### config.mk
export PLATFORM = sky130hd
export DESIGN_NAME = sprite_blitter_flat
export DESIGN_NICKNAME = d
export VERILOG_FILES = /design/src/rtl/sprite_pkg.sv /design/src/rtl/sprite_blitter_if.sv /design/src/rtl/sprite_addr_gen.sv /design/src/rtl/sprite_blitter.sv /design/src/flat_wrapper.sv
export SDC_FILE = /design/constraint.sdc
export NUM_CORES = 1
export LEC_CHECK = 0
export ABC_AREA = 0
export CAP_MARGIN = 20
export CORE_MARGIN = 5
export CORE_UTILIZATION = 35
export DETAILED_ROUTE_END_ITERATION = 16
export PLACE_DENSITY = 0.58
export SYNTH_ARGS = -nofsm -noshare
export SYNTH_HDL_FRONTEND = slang
export SYNTH_SLANG_ARGS = --single-unit
export TNS_END_PERCENT = 1
### constraint.sdc
create_clock -name clock -period 5.8 [get_ports clock]
set_input_delay 0.58 -clock clock [delete_from_list [all_inputs] [get_ports clock]]
set_output_delay 0.58 -clock clock [all_outputs]
set_load 0.01 [all_outputs]
### src/rtl/sprite_pkg.sv
// Shared constants, FSM state encoding and sprite IDs for the enemy sprite blitter.
// The walking frames are ordered as direction x step.
package sprite_pkg;

   localparam int SPRITE_W = 16;
   localparam int SPRITE_H = 16;
   localparam int X_MAX    = 320;
   localparam int Y_MAX    = 240;

   localparam logic [5:0] TRANSPARENT = 6'b000000;

   typedef enum logic [1:0] {
      IDLE,
      RUN,
      FLUSH,
      DONE
   } blit_state_e;

   // ID = {direction[1:0], step}
   localparam logic [2:0] SPR_WALK_UP_0    = 3'd0;
   localparam logic [2:0] SPR_WALK_UP_1    = 3'd1;
   localparam logic [2:0] SPR_WALK_DOWN_0  = 3'd2;
   localparam logic [2:0] SPR_WALK_DOWN_1  = 3'd3;
   localparam logic [2:0] SPR_WALK_LEFT_0  = 3'd4;
   localparam logic [2:0] SPR_WALK_LEFT_1  = 3'd5;
   localparam logic [2:0] SPR_WALK_RIGHT_0 = 3'd6;
   localparam logic [2:0] SPR_WALK_RIGHT_1 = 3'd7;

endpackage

### src/rtl/sprite_blitter_if.sv
// Request, ROM and pixel-stream signals of one sprite blitter.
// The mirror request line exists only when SPRITE_MIRROR_EN is defined.
interface sprite_blitter_if #(
   parameter int ID_W   = 3,
   parameter int ADDR_W = 11
);

   logic              start;
   logic [ID_W-1:0]   sprite_id;
   logic [8:0]        x_pos;
   logic [7:0]        y_pos;
`ifdef SPRITE_MIRROR_EN
   logic              mirror;
`endif
   logic [ADDR_W-1:0] rom_address;
   logic [5:0]        rom_q;
   logic [8:0]        x_draw;
   logic [7:0]        y_draw;
   logic [5:0]        colour;
   logic              VGA_write;
   logic              busy;
   logic              draw_done;

`ifdef SPRITE_MIRROR_EN
   modport master (
      output start, sprite_id, x_pos, y_pos, mirror, rom_q,
      input  rom_address, x_draw, y_draw, colour, VGA_write, busy, draw_done
   );

   modport slave (
      input  start, sprite_id, x_pos, y_pos, mirror, rom_q,
      output rom_address, x_draw, y_draw, colour, VGA_write, busy, draw_done
   );
`else
   modport master (
      output start, sprite_id, x_pos, y_pos, rom_q,
      input  rom_address, x_draw, y_draw, colour, VGA_write, busy, draw_done
   );

   modport slave (
      input  start, sprite_id, x_pos, y_pos, rom_q,
      output rom_address, x_draw, y_draw, colour, VGA_write, busy, draw_done
   );
`endif

endinterface

### src/rtl/sprite_addr_gen.sv
// Column/row walker for one sprite and the ROM address it implies.
// With SPRITE_MIRROR_EN the column index is reversed when the mirror latch is set.
module sprite_addr_gen #(
   parameter int SPRITE_W = 16,
   parameter int SPRITE_H = 16,
   parameter int ID_W     = 3,
   parameter int ADDR_W   = 11
) (
   input  logic                         clock,
   input  logic                         reset,
   input  logic                         clear,
   input  logic                         advance,
   input  logic [ID_W-1:0]              id,
`ifdef SPRITE_MIRROR_EN
   input  logic                         mirror,
`endif
   output logic [$clog2(SPRITE_W)-1:0]  col,
   output logic [$clog2(SPRITE_H)-1:0]  row,
   output logic                         last,
   output logic [ADDR_W-1:0]            rom_address
);

   import sprite_pkg::*;

   localparam int CW = $clog2(SPRITE_W);
   localparam int RW = $clog2(SPRITE_H);

   localparam logic [CW-1:0] COL_LAST = CW'(SPRITE_W - 1);
   localparam logic [RW-1:0] ROW_LAST = RW'(SPRITE_H - 1);

   logic [CW-1:0] col_eff;

   // Both counters wrap naturally, so they are back at zero after the last pixel.
   always_ff @(posedge clock or negedge reset) begin
      if (!reset) begin
         col <= '0;
         row <= '0;
      end else if (clear) begin
         col <= '0;
         row <= '0;
      end else if (advance) begin
         col <= col + CW'(1);
         if (col == COL_LAST) begin
            row <= row + RW'(1);
         end
      end
   end

`ifdef SPRITE_MIRROR_EN
   // SPRITE_W is a power of two, so SPRITE_W-1-col is a bitwise inversion.
   assign col_eff = mirror ? ~col : col;
`else
   assign col_eff = col;
`endif

   assign last        = (col == COL_LAST) && (row == ROW_LAST);
   assign rom_address = {id, row, col_eff};

endmodule

### src/rtl/sprite_blitter.sv
// Walks one 16x16 sprite from the enemy ROM and emits a clipped, transparency-masked pixel stream.
// SPRITE_MIRROR_EN adds a latched horizontal-flip request.
module sprite_blitter #(
   parameter int          SPRITE_W    = sprite_pkg::SPRITE_W,
   parameter int          SPRITE_H    = sprite_pkg::SPRITE_H,
   parameter int          ID_W        = 3,
   parameter int          ADDR_W      = 11,
   parameter int          X_MAX       = sprite_pkg::X_MAX,
   parameter int          Y_MAX       = sprite_pkg::Y_MAX,
   parameter logic [5:0]  TRANSPARENT = sprite_pkg::TRANSPARENT
) (
   input  logic              clock,
   input  logic              reset,
   sprite_blitter_if.slave   bus
);

   import sprite_pkg::*;

   localparam int CW = $clog2(SPRITE_W);
   localparam int RW = $clog2(SPRITE_H);

   blit_state_e state;
   blit_state_e next_state;

   logic              accept;
   logic              advance;
   logic              busy_c;
   logic              done_c;

   logic [ID_W-1:0]   id_lat;
   logic [8:0]        x_lat;
   logic [7:0]        y_lat;
`ifdef SPRITE_MIRROR_EN
   logic              mirror_lat;
`endif

   logic [CW-1:0]     col;
   logic [RW-1:0]     row;
   logic              last;
   logic [ADDR_W-1:0] rom_address;

   logic [9:0]        x_sum;
   logic [8:0]        y_sum;
   logic              pipe_valid;
   logic              pipe_clip;
   logic [8:0]        x_draw_r;
   logic [7:0]        y_draw_r;

   always_ff @(posedge clock or negedge reset) begin
      if (!reset) begin
         state <= IDLE;
      end else begin
         state <= next_state;
      end
   end

   // A start arriving outside IDLE is simply dropped; nothing is queued.
   always_comb begin
      next_state = state;
      accept     = 1'b0;
      advance    = 1'b0;
      busy_c     = 1'b1;
      done_c     = 1'b0;
      case (state)
         IDLE: begin
            busy_c = 1'b0;
            if (bus.start) begin
               accept     = 1'b1;
               next_state = RUN;
            end
         end
         RUN: begin
            advance = 1'b1;
            if (last) begin
               next_state = FLUSH;
            end
         end
         FLUSH: begin
            next_state = DONE;
         end
         DONE: begin
            done_c     = 1'b1;
            next_state = IDLE;
         end
         default: begin
            next_state = IDLE;
         end
      endcase
   end

   always_ff @(posedge clock or negedge reset) begin
      if (!reset) begin
         id_lat <= '0;
         x_lat  <= '0;
         y_lat  <= '0;
`ifdef SPRITE_MIRROR_EN
         mirror_lat <= 1'b0;
`endif
      end else if (accept) begin
         id_lat <= bus.sprite_id;
         x_lat  <= bus.x_pos;
         y_lat  <= bus.y_pos;
`ifdef SPRITE_MIRROR_EN
         mirror_lat <= bus.mirror;
`endif
      end
   end

   sprite_addr_gen #(
      .SPRITE_W (SPRITE_W),
      .SPRITE_H (SPRITE_H),
      .ID_W     (ID_W),
      .ADDR_W   (ADDR_W)
   ) u_addr_gen (
      .clock       (clock),
      .reset       (reset),
      .clear       (accept),
      .advance     (advance),
      .id          (id_lat),
`ifdef SPRITE_MIRROR_EN
      .mirror      (mirror_lat),
`endif
      .col         (col),
      .row         (row),
      .last        (last),
      .rom_address (rom_address)
   );

   // Screen position always follows col, even when the ROM column is mirrored.
   assign x_sum = {1'b0, x_lat} + 10'(col);
   assign y_sum = {1'b0, y_lat} + 9'(row);

   // One stage so coordinates line up with the ROM's one-cycle read latency.
   always_ff @(posedge clock or negedge reset) begin
      if (!reset) begin
         pipe_valid <= 1'b0;
         pipe_clip  <= 1'b0;
         x_draw_r   <= '0;
         y_draw_r   <= '0;
      end else begin
         pipe_valid <= advance;
         if (advance) begin
            x_draw_r  <= x_sum[8:0];
            y_draw_r  <= y_sum[7:0];
            pipe_clip <= (x_sum >= 10'(X_MAX)) || (y_sum >= 9'(Y_MAX));
         end
      end
   end

   assign bus.rom_address = rom_address;
   assign bus.x_draw      = x_draw_r;
   assign bus.y_draw      = y_draw_r;
   assign bus.colour      = bus.rom_q;
   assign bus.VGA_write   = pipe_valid & ~pipe_clip & (bus.rom_q != TRANSPARENT);
   assign bus.busy        = busy_c;
   assign bus.draw_done   = done_c;

endmodule

### src/flat_wrapper.sv
// flat-port wrapper written by rule: the top's interface ports become plain ports
module sprite_blitter_flat import sprite_pkg::*;
#(
   parameter int          SPRITE_W    = sprite_pkg::SPRITE_W,
   parameter int          SPRITE_H    = sprite_pkg::SPRITE_H,
   parameter int          ID_W        = 3,
   parameter int          ADDR_W      = 11,
   parameter int          X_MAX       = sprite_pkg::X_MAX,
   parameter int          Y_MAX       = sprite_pkg::Y_MAX,
   parameter logic [5:0]  TRANSPARENT = sprite_pkg::TRANSPARENT
)
  (clock, reset, bus_start, bus_sprite_id, bus_x_pos, bus_y_pos, bus_rom_q, bus_rom_address, bus_x_draw, bus_y_draw, bus_colour, bus_VGA_write, bus_busy, bus_draw_done);
  sprite_blitter_if #(.ID_W(ID_W), .ADDR_W(ADDR_W)) bus_i ();
  input  logic clock;
  input  logic reset;
  input wire logic [$bits(bus_i.start)-1:0] bus_start;
  input wire logic [$bits(bus_i.sprite_id)-1:0] bus_sprite_id;
  input wire logic [$bits(bus_i.x_pos)-1:0] bus_x_pos;
  input wire logic [$bits(bus_i.y_pos)-1:0] bus_y_pos;
  input wire logic [$bits(bus_i.rom_q)-1:0] bus_rom_q;
  output wire logic [$bits(bus_i.rom_address)-1:0] bus_rom_address;
  output wire logic [$bits(bus_i.x_draw)-1:0] bus_x_draw;
  output wire logic [$bits(bus_i.y_draw)-1:0] bus_y_draw;
  output wire logic [$bits(bus_i.colour)-1:0] bus_colour;
  output wire logic [$bits(bus_i.VGA_write)-1:0] bus_VGA_write;
  output wire logic [$bits(bus_i.busy)-1:0] bus_busy;
  output wire logic [$bits(bus_i.draw_done)-1:0] bus_draw_done;
  assign bus_i.start = bus_start;
  assign bus_i.sprite_id = bus_sprite_id;
  assign bus_i.x_pos = bus_x_pos;
  assign bus_i.y_pos = bus_y_pos;
  assign bus_i.rom_q = bus_rom_q;
  assign bus_rom_address = bus_i.rom_address;
  assign bus_x_draw = bus_i.x_draw;
  assign bus_y_draw = bus_i.y_draw;
  assign bus_colour = bus_i.colour;
  assign bus_VGA_write = bus_i.VGA_write;
  assign bus_busy = bus_i.busy;
  assign bus_draw_done = bus_i.draw_done;
  sprite_blitter #(.SPRITE_W(SPRITE_W), .SPRITE_H(SPRITE_H), .ID_W(ID_W), .ADDR_W(ADDR_W), .X_MAX(X_MAX), .Y_MAX(Y_MAX), .TRANSPARENT(TRANSPARENT)) u_core (.clock(clock), .reset(reset), .bus(bus_i));
endmodule
* Word level (Yosys, flattened, before mapping)
Cells that the tools add are included.
Widths: inputs -> output; s select.
** Word-level totals
- Register bits after elaboration :: 49
- Bits of input ports :: 29
- Output and inout port bits :: 37
- Word-level logic and storage cells :: 47
** Operators by class
- Add/subtract/negate cells :: 4
- $lt $le $gt $ge :: 2
- Equal/unequal tests :: 7
- Multiplexer cells :: 13
- Bitwise logic cells :: 3
- Reduce and logical (&&, ||, !) cells :: 8
** Operators by type and width (count)
- $mux 4 :: 5
- $add 9x4->10 :: 1
- $ge 10x9->1 const B :: 1
- $add 8x4->9 :: 1
- $ge 9x8->1 const B :: 1
- $add 4x1->4 const B :: 2
- $eq 4x4->1 const B :: 2
- $pmux 2 s4 :: 1
- $reduce_bool 6->1 :: 1
- $mux 1 :: 5
- $eq 2x2->1 const B :: 2
- $mux 2 :: 2
- $reduce_and 2->1 :: 2
- $reduce_bool 2->1 :: 2
- $and 1x1->1 :: 2
- $eq 2x1->1 const B :: 1
- $logic_not 2->1 :: 1
- $ne 2x1->1 const B :: 1
- $ne 2x2->1 const B :: 1
- $logic_and 1x1->1 :: 1
- $logic_or 1x1->1 :: 1
- $not 1->1 :: 1

* Depth between registers and ports, before layout
Gate-level depths: netlist of the first run.
- Depth after elaboration :: 4
- Depth in mapped cells :: 8
- Depth with buffers taken out :: 8

* By module
A second synthesis of the first run with hierarchy kept.
** Second synthesis, totals
- Cell total of the unflattened synthesis :: 226
- Area, all modules :: 2583.7 µm²
** By module, submodules not included
- sprite_blitter :: instances 1, cells each 178, area an instance 2108.3 µm², seq. area each 1026.0 µm²
- sprite_addr_gen :: instances 1, cells each 48, area an instance 475.5 µm², seq. area each 200.2 µm²

* Worst setup path before layout of the first run
No wires, ideal clock.
- Path kind :: reg-to-reg
- Start :: register u_core.u_addr_gen.row[0]
- End :: register u_core.pipe_clip
- Library setup time :: 137 ps
- Arrival time :: 1935 ps
- Setup slack :: 3727 ps
- Stages on the path, launching flop included :: 9
- Period minus slack after synthesis :: 2073 ps
- Cells stage by stage :: dfrtp_1 ha_1 inv_1 fa_1 nor2b_1 or2_2 and3b_1 o311ai_0 a31oi_1
** Between the ends
- Word-level cells in the longest chain between the ends :: 3
** Ends and longest elaborated chain
- start, declared :: RTL line sprite_addr_gen.sv:18 : output logic [$clog2(SPRITE_H)-1:0] row,
- start signal, assigned :: RTL line sprite_addr_gen.sv:44 : row <= row + RW'(1);
- $add 8x4->9 :: RTL line sprite_blitter.sv:131 : assign y_sum = {1'b0, y_lat} + 9'(row);
- $ge 9x8->1 :: RTL line sprite_blitter.sv:145 : pipe_clip <= (x_sum >= 10'(X_MAX)) || (y_sum >= 9'(Y_MAX));
- $logic_or 1x1->1 :: RTL line sprite_blitter.sv:145
- end signal, assigned :: RTL line sprite_blitter.sv:145
- end, declared :: RTL line sprite_blitter.sv:45 : logic pipe_clip;
Every way passes these cells.
A chain may end at the register's enable or synchronous reset.

* Worst setup path after layout of the first run
- Start :: input bus_rom_q[3]
- End :: output bus_VGA_write
** Between the ends
- Word-level cells in the longest chain between the ends :: 2
** Ends and longest elaborated chain
- start, declared :: RTL line flat_wrapper.sv:20 : input wire logic [$bits(bus_i.rom_q)-1:0] bus_rom_q;
- $reduce_bool 6->1 :: RTL line sprite_blitter.sv:154 : assign bus.VGA_write = pipe_valid & ~pipe_clip & (bus.rom_q != TRANSPARENT);
- $and 1x1->1 :: RTL line sprite_blitter.sv:154
- end, declared :: RTL line flat_wrapper.sv:25 : output wire logic [$bits(bus_i.VGA_write)-1:0] bus_VGA_write;
Every way passes these cells.

==> results of run 1 <==
[sequential cells by signal (all words and copies together) (netlist names)]
| name | count |
|---|---|
| u_core.pipe_clip | 1 |
| u_core.pipe_valid | 1 |
| u_core.bus.x_draw | 9 |
| u_core.bus.y_draw | 8 |
| u_core.state | 2 |
| u_core.x_lat | 9 |
| u_core.u_addr_gen.row | 4 |
| u_core.y_lat | 8 |
| u_core.id_lat | 3 |
| u_core.u_addr_gen.col | 4 |
[layout make-up]
class,count,share of cell area [%]
tap,99,3.65
multi-input combinational,161,36.7
sequential,49,36.2
clock buffer,5,2.03
clock inverter,3,0.664
inverter,10,1.11
timing repair buffer,68,19.7
[layout by cell type, fill, tap and decap left out, drive strengths merged, types with 5 or more instances in the layout]
master         count
a21oi             13
clkbuf             5
clkdlybuf4s50     64
dfrtp             49
ha                15
inv               10
mux2              27
nand2             10
nor2              22
o21ai             12
xnor2              8
xor2               9
[routing by layer]
| metal | vias to the layer above | routed length [µm] | GRT usage [%] | part of all wire, % |
|---|---|---|---|---|
| met1 | 890 | 2400 | 15.4 | 44 |
| li1 | 934 | - | - | - |
| met5 | - | 0 | 0 | 0 |
| met4 | 0 | 47 | 3.55 | 0.87 |
| met2 | 43 | 2650 | 22.1 | 49 |
| met3 | 4 | 339 | 3.67 | 6.2 |
[power breakdown]
part	internal (mW)	total (mW)	switching [mW]	leakage [nW]
sequential	0.503	0.640	0.137	0.590
combinational	0.457	0.817	0.360	0.766
clock	0.0848	0.204	0.119	0.0364
total	1.04	1.66	0.617	1.39
[worst register-to-register path: cells and delay by family, from the launching register on]
kind	cells	cell delay [ns]
buffers and inverters	1	0.07
adders and majority gates	2	0.62
DFF	1	0.44
AOI/OAI and AO/OA	2	0.48
and+or+nand+nor	3	0.49
[metrics by stage]
step	utilization, %	cells	hold slack [ns]	setup slack [ns]
6_report	46.7	395	0.374	3.03
5_1_grt	46.7	395	0.424	2.92
4_1_cts	46.7	395	0.392	3.01
3_5_place_dp	45.5	387	0.495	3.01
3_3_place_gp	45.5	387	0.490	3.03
2_1_floorplan	-	233	0.284	3.73
[cells by family after synthesis]
group,count (synthesis)
muxes,31
adders and majority gates,17
xor gates and xnor gates,17
and+or+nand+nor,56
buffers and inverters,23
DFF,49
AOI/OAI and AO/OA,40
[worst max-delay path by stage]
stage	endpoint	slack, ns	cells past startpoint
finish	bus_VGA_write	3.03	5
global route	bus_VGA_write	2.92	5
CTS	bus_VGA_write	3.01	5
detailed placement	bus_VGA_write	3.01	5
global placement	bus_VGA_write	3.03	5
floorplan	u_core.pipe_clip	3.73	8
==> results.json, run 1 <==
{
  "grt-ovfl-total": 0,
  "synthXorXnorAreaFrac_pct": 5.73,
  "track_usage_pct": 12.8,
  "cts_buffers": 5,
  "die_y_um": 96.1,
  "yosysTopAreaCellShare_pct": 47.2,
  "fp-row-count": 31,
  "design.core.area_um2": 7250,
  "startpoint": "bus_rom_q[3]",
  "path_common_cell": "clkdlybuf4s50_1",
  "insertion_delay_ns": 0.30,
  "cts.sinks": 49,
  "synth-seq-cells": 49,
  "grt_max_degree": 50,
  "synthMuxAreaShare_pct": 13.2,
  "io_pins": 66,
  "nets": 341,
  "p_leak_nw": 1.39,
  "reg2regPathDepth": 8,
  "synthTopCellsByCount": "dfrtp_1 (49), mux2_2 (27), nor2_1 (22)",
  "drt_iter0_drc": 24,
  "ys_types": 40,
  "fin_skew_ns": 0.00952,
  "wire_per_inst_um": 13.7,
  "p_total_mw": 1.66,
  "seq_area_frac_synth_pct": 47.2,
  "place_area_um2": 3300,
  "ys_warn_count": 0,
  "drv_slew": 0,
  "cp_cell_sequence": "clkdlybuf4s50_1 > or4_1 > nor3_1 > nor3b_1 > clkdlybuf4s50_1",
  "powerDensity_nw_per_um2": 490,
  "min_period_ns": 2.77,
  "hpwl_um": 4020,
  "crit_family": "buffers and inverters",
  "reg2reg_to": "u_core.pipe_clip",
  "worstPathMaxFanout": 2,
  "cp-start-kind": "input pin",
  "vias_per_cell": 4.74,
  "seqCellArea_um2": 1230,
  "async_flop_share_pct": 100,
  "synth-edff-count": 0,
  "hp-class": "input pin to asynchronous set/reset pin",
  "drt_drc_violations_left": 0,
  "yosysTopAreaCell": "dfrtp_1",
  "detail-route-antenna-nets": 0,
  "grt_pass1_vias": 1953,
  "diodes": 0,
  "clk_path_buf_depth": 2,
  "slew_headroom_pct": 57.9,
  "drive_above_1_share_pct": 13.9,
  "avgSynthCellArea_um2": 11.1,
  "tightest_slew_ns": 0.631,
  "post-route-period-util_pct": 47.8,
  "syn_inst": 233,
  "critPathSlowestCell": "or4_1",
  "status": "completed",
  "fillers": 701,
  "crit_buf_inv": 2,
  "synth_top_family_by_area": "multiplexers",
  "holdBufCountCts": 0,
  "cts_tree": "built",
  "rrSetupSlack_ns": 3.60,
  "worstPathRequired_ns": 5.22,
  "ctsResizeCount": 0,
  "peakVddDrop_mv": 0.228,
  "ys_top_cells_by_area": "dfrtp_1 (47%), mux2_2 (12%), ha_1 (7.2%)",
  "via_count": 1871,
  "clk_pin_slew_worst_paths_ns": 0.09,
  "crit_path_end_kind": "primary output",
  "totalWireLength_um": 5430,
  "globalplace.congestion": 0.768,
  "cpPeakStageDelay_ns": 0.52,
  "numPortBuffers": 65,
  "start_util_pct": 35.8,
  "multi_input_area_um2": 1240,
  "syn_area_um2": 2600,
  "worstReg2RegStart": "u_core.u_addr_gen.row[0]",
  "synth_fa_ha_area_share_pct": 8.77,
  "ys.flop_type": "dfrtp_1",
  "grt_first_pass_wirelength_um": 9160,
  "syn2layout_area_growth_pct": 30.5,
  "arrival_ns": 2.19,
  "synth_most_common_cell": "dfrtp_1",
  "synth_nets": 279,
  "tns_ns": 0,
  "synth-compound-area-share_pct": 9.49,
  "die_w_um": 96.1,
  "max_freq_ghz": 0.361,
  "grt_setup_unrepaired": "no",
  "critPathKind": "input pin to primary output",
  "synthSimpleGateAreaFrac_pct": 10.6,
  "final_cell_area_um2": 3390,
  "antenna_found_initial": 0,
  "clockRootBuffer": "clkbuf_8",
  "maxCapViolations": 0,
  "post-cts-setup-buffers": 0,
  "finalHoldViolCount": 0,
  "drt_first_pass_iters": 4,
  "htreeDepth": 2,
  "setup_viol": 0,
  "dieArea_um2": 9240
}
No activity file was read; power rests on OpenSTA's default activity.
==> run 2: changes to the inputs <==
- clock period: 5.8 -> 2.75 ns (I/O delays scaled with it)
==> results.json, run 2 (synthesis results as in run 1) <==
{
  "drt_first_pass_iters": 4,
  "dieArea_um2": 9240,
  "numPortBuffers": 65,
  "dp_cells": 388,
  "tightest_slew_ns": 0.526,
  "die_w_um": 96.1,
  "track_usage_pct": 12.9,
  "worstPathMaxFanout": 2,
  "wire_per_inst_um": 13.9,
  "status": "completed",
  "crit_path_end_kind": "primary output",
  "powerDensity_nw_per_um2": 1030,
  "hp-class": "input pin to asynchronous set/reset pin",
  "globalplace.congestion": 0.799,
  "grt_first_pass_wirelength_um": 9200,
  "grt-ovfl-total": 0,
  "start_util_pct": 35.8,
  "clk_path_buf_depth": 2,
  "min_period_ns": 2.22,
  "use_met2_pct": 22.3,
  "critPathKind": "input pin to primary output",
  "stdcell_count": 397,
  "arrival_ns": 1.94,
  "reg2regPathDepth": 8,
  "io_pins": 66,
  "tns_ns": 0,
  "clockRootBuffer": "clkbuf_8",
  "vias_per_cell": 4.73,
  "die_y_um": 96.1,
  "design.core.area_um2": 7250,
  "cts_buffers": 5,
  "clk_pin_slew_worst_paths_ns": 0.09,
  "rrSetupSlack_ns": 0.59,
  "totalWireLength_um": 5500,
  "htreeDepth": 2,
  "finalHoldViolCount": 0,
  "post-route-period-util_pct": 80.7,
  "final_common_cell": "clkdlybuf4s50_1",
  "insertion_delay_ns": 0.30,
  "antenna_found_initial": 0,
  "diodes": 0,
  "use_met1_pct": 15.4,
  "layout_setup_ws_ns": 0.531,
  "busiest_layer": "met2",
  "drv_slew": 0,
  "cts_tree": "built",
  "worstPathRequired_ns": 2.48,
  "reg2reg_to": "u_core.pipe_clip",
  "cp-start-kind": "input pin",
  "detail-route-antenna-nets": 0,
  "final_cell_mix": "clkdlybuf4s50_1 (64), dfrtp_1 (49), mux2_2 (27)",
  "cts.sinks": 49,
  "fp-row-count": 31,
  "hpwl_um": 4170,
  "preCtsSetupSlack_ns": 0.514,
  "p_leak_nw": 1.41,
  "syn2layout_area_growth_pct": 31.0,
  "max_freq_ghz": 0.451,
  "drt_drc_violations_left": 0,
  "drt_iter0_drc": 37,
  "worstReg2RegStart": "u_core.u_addr_gen.row[0]",
  "p_total_mw": 3.51,
  "drive_above_1_share_pct": 14.1,
  "setup_viol": 0,
  "via_count": 1876,
  "holdBufCountCts": 1,
  "final_util_pct": 46.9,
  "nets": 343,
  "grt_setup_unrepaired": "no",
  "peakVddDrop_mv": 0.373,
  "grt_max_degree": 31,
  "gr-usage-met3_pct": 3.44,
  "ctsResizeCount": 0,
  "maxCapViolations": 0,
  "grt_pass1_vias": 1907,
  "fin_skew_ns": 0.00755,
  "slew_headroom_pct": 64.9,
  "post-cts-setup-buffers": 0
}
-- run 2: cell count changes in the layout (fill, tap and decap cells not counted), sizes merged --
cell	change
buf	+1
dlygate4sd3	+1
clkinv	+2
clkinvlp	-2
-- run 2: worst max-delay path by stage --
stage | startpoint | end | slack, ns | cells past startpoint
finish | bus_rom_q[3] | bus_VGA_write | 0.53 | 5
global route | u_core.u_addr_gen.row[0] | u_core.pipe_clip | 0.36 | 8
CTS | bus_rom_q[2] | bus_VGA_write | 0.51 | 5
detailed placement | bus_rom_q[3] | bus_VGA_write | 0.51 | 5
global placement | bus_rom_q[3] | bus_VGA_write | 0.58 | 5
floorplan | u_core.u_addr_gen.row[0] | u_core.pipe_clip | 0.68 | 8
-- run 2: layout make-up --
type | count | area (µm²)
inverter | 10 | 37.5
tap | 99 | 124
clock inverter | 3 | 17.5
clock buffer | 5 | 68.8
timing repair buffer | 70 | 686
multi-input combinational | 161 | 1240
sequential | 49 | 1230
fill | 709 | 3850
-- run 2: critical path, stage by stage --
cell and delay, ns:
clkdlybuf4s50_1 0.41, or4_1 0.52, nor3_1 0.17, nor3b_1 0.08, clkdlybuf4s50_1 0.48
-- run 2: per-layer routing --
metal / vias to the layer above / part of all wire (%)
met5: - / 0
met4: 0 / 1.3
met3: 6 / 6.6
met2: 42 / 49
met1: 884 / 43
li1: 944 / -
-- run 2: through the flow --
step           hold slack [ns]  instance area, µm²
2_1_floorplan          -0.0206                2600
3_3_place_gp             0.290                3310
5_1_grt                  0.535                3400
3_5_place_dp             0.287                3310
4_1_cts                  0.493                3400
6_report                 0.477                3400
-- run 2: power breakdown --
group	internal, mW	leakage, nW	switching, mW
clock network	0.176	0.0439	0.243
registers	1.06	0.590	0.290
logic	0.973	0.775	0.764
